File: src/rtl/muldiv_unit.sv
// Iterative multiply/divide unit with HI/LO registers: shift-add multiply,
// restoring divide, WIDTH iterations plus one sign-fix cycle per operation.
module muldiv_unit #(
  parameter int WIDTH = 32
) (
  input  logic             clk,
  input  logic             rst,
  input  logic             start,
  input  logic [1:0]       op,
  input  logic [WIDTH-1:0] a,
  input  logic [WIDTH-1:0] b,
  input  logic             hi_we,
  input  logic             lo_we,
  input  logic [WIDTH-1:0] wdata,
  output logic             busy,
  output logic             done,
  output logic [WIDTH-1:0] hi,
  output logic [WIDTH-1:0] lo
);

  typedef enum logic [1:0] {IDLE, CALC, FIX} state_t;

  localparam int CW = (WIDTH > 1) ? $clog2(WIDTH) : 1;
  localparam logic [CW-1:0] LAST_ITER = CW'(WIDTH - 1);

  state_t             state;
  logic [CW-1:0]      cnt;
  logic               is_div;
  logic               res_neg;
  logic               rem_neg;
  logic               div_zero;
  logic [WIDTH-1:0]   a_q;
  logic [WIDTH-1:0]   opnd;
  logic [2*WIDTH-1:0] acc;

  // Operand decode at issue: op[1] selects divide, op[0] selects unsigned.
  logic             a_neg, b_neg;
  logic [WIDTH-1:0] a_mag, b_mag;

  assign a_neg = ~op[0] & a[WIDTH-1];
  assign b_neg = ~op[0] & b[WIDTH-1];
  assign a_mag = a_neg ? -a : a;
  assign b_mag = b_neg ? -b : b;

  logic [WIDTH:0]     mul_sum;
  logic [2*WIDTH-1:0] mul_next;
  logic [WIDTH:0]     div_trial;
  logic [2*WIDTH-1:0] div_next;
  logic [2*WIDTH-1:0] prod_fix;
  logic [WIDTH-1:0]   quot_raw, rem_raw, quot_fix, rem_fix;

  // NOTE: every signal driven here gets a value on every path, so no latch is inferred.
  always_comb begin
    mul_sum   = {1'b0, acc[2*WIDTH-1:WIDTH]} + (acc[0] ? {1'b0, opnd} : '0);
    mul_next  = {mul_sum, acc[WIDTH-1:1]};
    div_trial = acc[2*WIDTH-1:WIDTH-1] - {1'b0, opnd};
    div_next  = div_trial[WIDTH] ? {acc[2*WIDTH-2:0], 1'b0}
                                 : {div_trial[WIDTH-1:0], acc[WIDTH-2:0], 1'b1};
    quot_raw  = acc[WIDTH-1:0];
    rem_raw   = acc[2*WIDTH-1:WIDTH];
    prod_fix  = res_neg ? -acc : acc;
    quot_fix  = res_neg ? -quot_raw : quot_raw;
    rem_fix   = rem_neg ? -rem_raw : rem_raw;
  end

  // Multiply keeps the multiplier in acc's low half and the multiplicand in
  // opnd; divide keeps {remainder, dividend/quotient} in acc and the divisor in opnd.
  // NOTE: state is updated with non-blocking assignments so every register
  // samples the pre-edge values, independent of statement order.
  always_ff @(posedge clk or posedge rst) begin
    if (rst) begin
      state    <= IDLE;
      cnt      <= '0;
      is_div   <= 1'b0;
      res_neg  <= 1'b0;
      rem_neg  <= 1'b0;
      div_zero <= 1'b0;
      a_q      <= '0;
      opnd     <= '0;
      acc      <= '0;
      hi       <= '0;
      lo       <= '0;
      busy     <= 1'b0;
      done     <= 1'b0;
    end else begin
      done <= 1'b0;
      case (state)
        IDLE: begin
          if (hi_we) hi <= wdata;
          if (lo_we) lo <= wdata;
          if (start) begin
            state    <= CALC;
            busy     <= 1'b1;
            cnt      <= '0;
            is_div   <= op[1];
            res_neg  <= a_neg ^ b_neg;
            rem_neg  <= a_neg;
            div_zero <= op[1] && (b == '0);
            a_q      <= a;
            opnd     <= op[1] ? b_mag : a_mag;
            acc      <= op[1] ? {{WIDTH{1'b0}}, a_mag} : {{WIDTH{1'b0}}, b_mag};
          end
        end
        CALC: begin
          acc <= is_div ? div_next : mul_next;
          cnt <= cnt + 1'b1;
          if (cnt == LAST_ITER) state <= FIX;
        end
        FIX: begin
          if (div_zero) begin
            hi <= a_q;
            lo <= '1;
          end else if (is_div) begin
            hi <= rem_fix;
            lo <= quot_fix;
          end else begin
            {hi, lo} <= prod_fix;
          end
          done  <= 1'b1;
          busy  <= 1'b0;
          state <= IDLE;
        end
        default: state <= IDLE;
      endcase
    end
  end

endmodule

File: config.mk
export PLATFORM = sky130hd
export DESIGN_NAME = muldiv_unit
export DESIGN_NICKNAME = d
export VERILOG_FILES = /design/src/rtl/muldiv_unit.sv
export SDC_FILE = /design/constraint.sdc
export NUM_CORES = 1
export LEC_CHECK = 0
export CAP_MARGIN = 40
export CORE_MARGIN = 4
export CORE_UTILIZATION = 59
export DETAILED_ROUTE_END_ITERATION = 10
export GPL_TIMING_DRIVEN = 0
export HOLD_SLACK_MARGIN = 0.06
export PLACE_DENSITY = 0.83
export REMOVE_ABC_BUFFERS = 1
export SLEW_MARGIN = 5
export SYNTH_ARGS = -nofsm -noshare
export SYNTH_HDL_FRONTEND = slang
export SYNTH_SLANG_ARGS = --single-unit
File: constraint.sdc
create_clock -name clk -period 8.43 [get_ports clk]
set_input_delay 1.2645 -clock clk [delete_from_list [all_inputs] [get_ports clk]]
set_output_delay 1.2645 -clock clk [all_outputs]
set_load 0.01 [all_outputs]
# --- Word-level counts from Yosys, hierarchy flattened ---
# Cells that the tools add are included.
totals:
  romBits: 0
  out_inout_bits: 66
  mem_bits_rw: 0
  reg_bits: 205
  wordCells: 71
  input_bits: 103
  latch_bits: 0
  n_memories: 0
op_classes:
  magnitude_cmp: 0
  eq_ne: 7
  mux: 28
  add_sub_neg: 8
  n_reduce_logical: 11
  n_shift: 0
  bitwise: 4
  multipliers: 0
  div_mod_pow: 0
op_table:
  columns: ["op", "n"]
  rows:
  - ["32-bit two-way mux", 13]
  - ["64-bit two-way mux", 4]
  - ["32-bit negator", 4]
  - ["32-bit case mux with 2 select lines", 2]
  - ["64-bit case mux with 2 select lines", 1]
  - ["64-bit negator", 1]
  - ["32-bit by 32-bit adder with 33-bit output", 1]
  - ["33-bit by 32-bit subtractor with 33-bit output", 1]
  - ["32-bit zero test", 1]
  - ["2-bit AND reduction", 6]
  - ["5-bit case mux with 2 select lines", 1]
  - ["2-bit inequality test (second input constant)", 4]
  - ["5-bit by 1-bit adder with 5-bit output (second input constant)", 1]
  - ["5-bit == test (second input constant)", 1]
  - ["5-bit two-way mux", 1]
  - ["2-bit two-way mux", 2]
  - ["2-bit case mux with 2 select lines", 1]
  - ["2-bit nonzero test", 2]
  - ["1-bit bitwise AND", 2]
  - ["2-bit by 1-bit == test with 1-bit output (second input constant)", 1]
  - ["2-bit == test (second input constant)", 1]
  - ["2-bit zero test", 1]
  - ["1-bit two-way mux", 2]
  - ["1-bit case mux with 2 select lines", 1]
  - ["3 further kinds", 3]

# --- Depth between registers and ports, before layout ---
logic_depth:
  ltp_word: 6
  ltp_mapped: 15
  mapped_depth_nobuf: 14

# --- Worst setup path before layout ---
# Ideal clock, no wire load.
synth_timing:
  path_kind: "input to register"
  from: "input port b[9]"
  to: "register acc[30]"
  path_stages: 10
  n_path_buf: 0
  setup_time_ns: 0.131
  setup_slack_ns: 4.739
  arrival_ns: 3.560
  t_required_ns: 8.299
  path_cell_list: "or4_1 -> or3_1 -> or3_4 -> nor3_2 -> nand3_1 -> o31ai_2 -> xor2_1 -> mux2i_1 -> a21oi_1 -> o21ai_1"
synth_via:
  elab_chain_len: 5
synth_rtl:
  columns: ["element", "line", "rtl"]
  rows:
  - ["start: declaration", "11", "input logic [WIDTH-1:0] b,"]
  - ["32-bit negator", "43", "assign b_mag = b_neg ? -b : b;"]
  - ["32-bit two-way mux", "43", null]
  - ["32-bit two-way mux", "101", "acc <= op[1] ? {{WIDTH{1'b0}}, a_mag} : {{WIDTH{1'b0}}, b_mag};"]
  - ["64-bit two-way mux", "91", "if (start) begin"]
  - ["64-bit case mux with 2 select lines", "87", "case (state)"]
  - ["end signal: assignment", "101", null]
  - ["end signal: assignment", "105", "acc <= is_div ? div_next : mul_next;"]
  - ["end: declaration", "34", "logic [2*WIDTH-1:0] acc;"]
# No other way between the ends. The select of a mux whose other input is x is not followed.
# A chain may end at the register's enable or synchronous reset.

# --- Worst setup path after layout ---
layout_timing:
  from: "register acc[0]"
  to: "register hi[26]"
layout_via:
  elab_chain_len: 5
layout_rtl:
  columns: ["element", "line", "rtl"]
  rows:
  - ["64-bit negator", "61", "prod_fix = res_neg ? -acc : acc;"]
  - ["64-bit two-way mux", "61", null]
  - ["32-bit two-way mux", "113", "end else if (is_div) begin"]
  - ["32-bit two-way mux", "110", "if (div_zero) begin"]
  - ["32-bit case mux with 2 select lines", "87", null]
  - ["end signal: assignment", "89", "if (hi_we) hi <= wdata;"]
  - ["end signal: assignment", "111", "hi <= a_q;"]
  - ["end signal: assignment", "114", "hi <= rem_fix;"]
  - ["end: declaration", "17", "output logic [WIDTH-1:0] hi,"]
# No other way between the ends.

==> results.md <==
- Synth top area cells: dfrtp_1 32%, o21ai_0 6.4%, xnor2_1 6.3%
- P_int: 0.00436 W
- CTS tree: built
- Final Hold Viols: 0
- Worst Reg-to-Reg Cells: 12
- Part of the power in combinational logic: 0.618
- DR WL/cell: ~21 um
- Antenna diode count: 0
- Total Power: 0.00816 W
- Initial DRC count: between 1500 and 2000
- Fraction of registers with async set/reset: 1.00
- First-pass GRT wire length: 82400 um
- Setup violations, final: 0
- Most numerous cell in the Yosys netlist: o21ai_0
- GRT overflow: 0
- Top_reg_cell synth: dfrtp_1
- Nets@finish: 2236
- GPL Wtd Cong: 0.960
- WL final: 51700 um
- Final WS setup: 3870 ps
- Detailed placement HPWL: 38500 um
- Biggest area consumer among synthesized cells: dfrtp_1
- Max Clk Rate: ~220 MHz
- Tmin final: approximately 4600 ps
- Relative slew slack: 0.386
- WL met2: 23800 um
- Via/cell ratio: ~6.6
- Hold Crit Depth: 2
- Crit path kind: reg2reg
- Clock power share: 0.131
- Crit. End Element: flip-flop
- Vias post-DR: 15900
- Highest metal used: met4
- Clock buffer depth: 3
- Top-Level Pins: 169
- Num CTS Buffers: 24
- Largest net degree at the start of global routing: 114
- Total Neg Setup Slack: 0 ps
- Mapped Cells: 1976
- DR WL met3: between 4000 and 5000 um
- Clk root buf: clkbuf_16
- Reg-to-reg slack, setup: 3870 ps
- Sequential area share after synthesis: 0.319
- Vias in the first global route: about 15000
- Share of power burned in registers: 0.250
- Max_cap viols: 0
- Post-Syn Area: between 15000 and 20000 um2
- Switching Power: roughly 0.0038 W
- Clock Pin Slew Worst Setup and Hold Paths: approximately 60 ps
- DIE AREA: 29900 um2
- Initial Utilization: 0.598
- Post-route cell area: 18900 um2
- Status: complete, no violations
- DR pass1 iterations: 6
- Fin crit share: 0.541
- Synth Area per Inst: 8.13 um2
- Layout cell share with drive strength beyond 1: 0.0655
- Critical path arrival: 4930 ps
- Clk sinks: 205
- Lkg Pwr: 7.96 nW
- PostCTS Resize Cnt: 0
- DRC: 0
- Setup bufs post-CTS: 0
- Core ar.: 26900 um2
- Unrepaired setup endpoints after global routing: false
- Share of the synthesized area in the top cell type: 0.319
- Count of input and output buffers: approximately 170
- Clock skew: 12.4 ps
- Hold buffer count at CTS: 0
- Die Wd: around 170 um
- GRT Resource Usage Total: 0.333
- Met1 Wirelength: 21300 um
- Peak VDD IR: between 200 and 300 uV
- Die Y: between 150 and 200 um
- Pre-CTS setup slack: ~3600 ps
- Req. time, crit path: 8800 ps
- Post-synth cell types: 71
- Final slew viol count: 0
- Site Rows: 60
- Post-DP Area: 18100 um2
- PD cells: 431 nW/um2
- Worst hold slack: 477 ps
- Post-DRT Antenna Nets: 0
- Flops & latches, synth: 205
- Endpoint, Worst Hold: lo[6]$_DFFE_PP0P_
- Max FO, Critical Path: 13
- Switching Share: 0.466
- RR Endpoint: hi[26]$_DFFE_PP0P_
- Worst reg2reg startpoint: acc[0]$_DFFE_PP0P_
- Skew-Pair Late Insertion Delay: around 530 ps
- Slew @ Worst Pin: between 900 and 1000 ps
- Worst hold path type: reg2reg
- Initial antenna violation count: 0
- Commonest cells in the netlist: 206 x o21ai_0, 205 x dfrtp_1, 196 x nand2_1
- Fill cells: 2115
- Warnings, synthesis: 0
- CP startpoint kind: flip-flop
- H-tree depth: 1
- EDFF count, synth: 0
- Worst hold start: lo[6]$_DFFE_PP0P_
- Area growth, synth to finish: 17.9%
state kept, by name (all words and copies together), names as in the netlist:
name / flops
state: 2
busy: 1
a_q: 32
opnd: 32
cnt: 5
is_div: 1
done: 1
res_neg: 1
lo: 32
hi: 32
acc: 64
rem_neg: 1
div_zero: 1
worst max-delay path, stage by stage, from the launching register on:
cell	delay (ps)
dfrtp_1	500
inv_1	530
ha_1	290
inv_1	90
nor4_2	500
and3_1	330
nand2_1	170
o21ai_1	630
o21ai_1	260
nor2_1	380
a31oi_1	220
xnor2_1	360
o21ai_0	130
kinds of logic after synthesis:
| kind of cell | Yosys count | share of synthesized area |
|---|---|---|
| flip-flops | 205 | 0.319 |
| AO/OA/AOI/OAI | 651 | 0.246 |
| buffers and inverters | 203 | 0.0486 |
| adder cells (fa/ha/maj) | 72 | 0.0570 |
| AND/OR/NAND/NOR | 554 | 0.158 |
| multiplexers | 119 | 0.0772 |
| XOR/XNOR | 172 | 0.0937 |
routing by layer:
layer | vias up | GRT usage
li1 | 7292 | -
met1 | 7577 | 0.457
met2 | 842 | 0.542
met3 | 147 | 0.0383
met4 | 0 | 0.130
met5 | - | 0
placed cells by master, fill, tap and decap left out, types with 10 or more instances in the layout:
cell and instances:
a211oi_1 11, a21o_1 26, a21oi_1 168, a222oi_1 11, a22oi_1 31, a31oi_1 16
and3_1 11, clkbuf_16 25, clkdlybuf4s50_1 167, dfrtp_1 203, ha_1 70, inv_1 70
mux2_2 39, mux2i_1 80, nand2_1 195, nand2b_1 16, nand3_1 20, nor2_1 183
nor3_1 32, nor4_1 14, o211ai_1 10, o21ai_0 206, o21ai_1 28, o21bai_1 13
o221ai_1 11, o22ai_1 32, o31ai_1 28, o41ai_1 12, or3_1 15, or4_1 12
xnor2_1 116, xor2_1 56
power by group through the flow:
stage	Clock, W	Combinational (W)	Sequential [W]
floorplan	0	0.00337	0.00194
global placement	0	0.00466	0.00204
detailed placement	0	0.00494	0.00203
CTS	0.00108	0.00498	0.00202
global route	0.00111	0.00551	0.00210
finish	0.00107	0.00505	0.00204
how the worst max path moves through the flow:
stage	startpoint	endpoint	slack [ps]	cells past startpoint
2_1_floorplan	rst	a_q[0]$_DFFE_PP0P_	1570	1
3_3_place_gp	rst	acc[58]$_DFFE_PP0P_	-1260	2
3_5_place_dp	a[3]	acc[25]$_DFFE_PP0P_	3630	9
4_1_cts	acc[0]$_DFFE_PP0P_	hi[26]$_DFFE_PP0P_	4130	12
5_1_grt	acc[0]$_DFFE_PP0P_	hi[26]$_DFFE_PP0P_	3730	12
6_report	acc[0]$_DFFE_PP0P_	hi[26]$_DFFE_PP0P_	3870	12
stage by stage:
stage | util | std cells
after floorplan | - | 1847
after global placement | 0.658 | 2356
after detailed placement | 0.675 | 2376
after CTS | 0.705 | 2418
after global routing | 0.705 | 2418
final | 0.705 | 2418
cell type report:
cell class,count,area [um2],share of cell area
tap,341,427,0.0225
multi-input combinational,1568,10200,0.539
sequential,205,5130,0.271
timing repair buffer,188,2090,0.110
clock inverter,6,80.1,0.00423
inverter,74,285,0.0151
clock buffer,36,727,0.0384
Note: power is estimated with default switching activity, not from simulation.
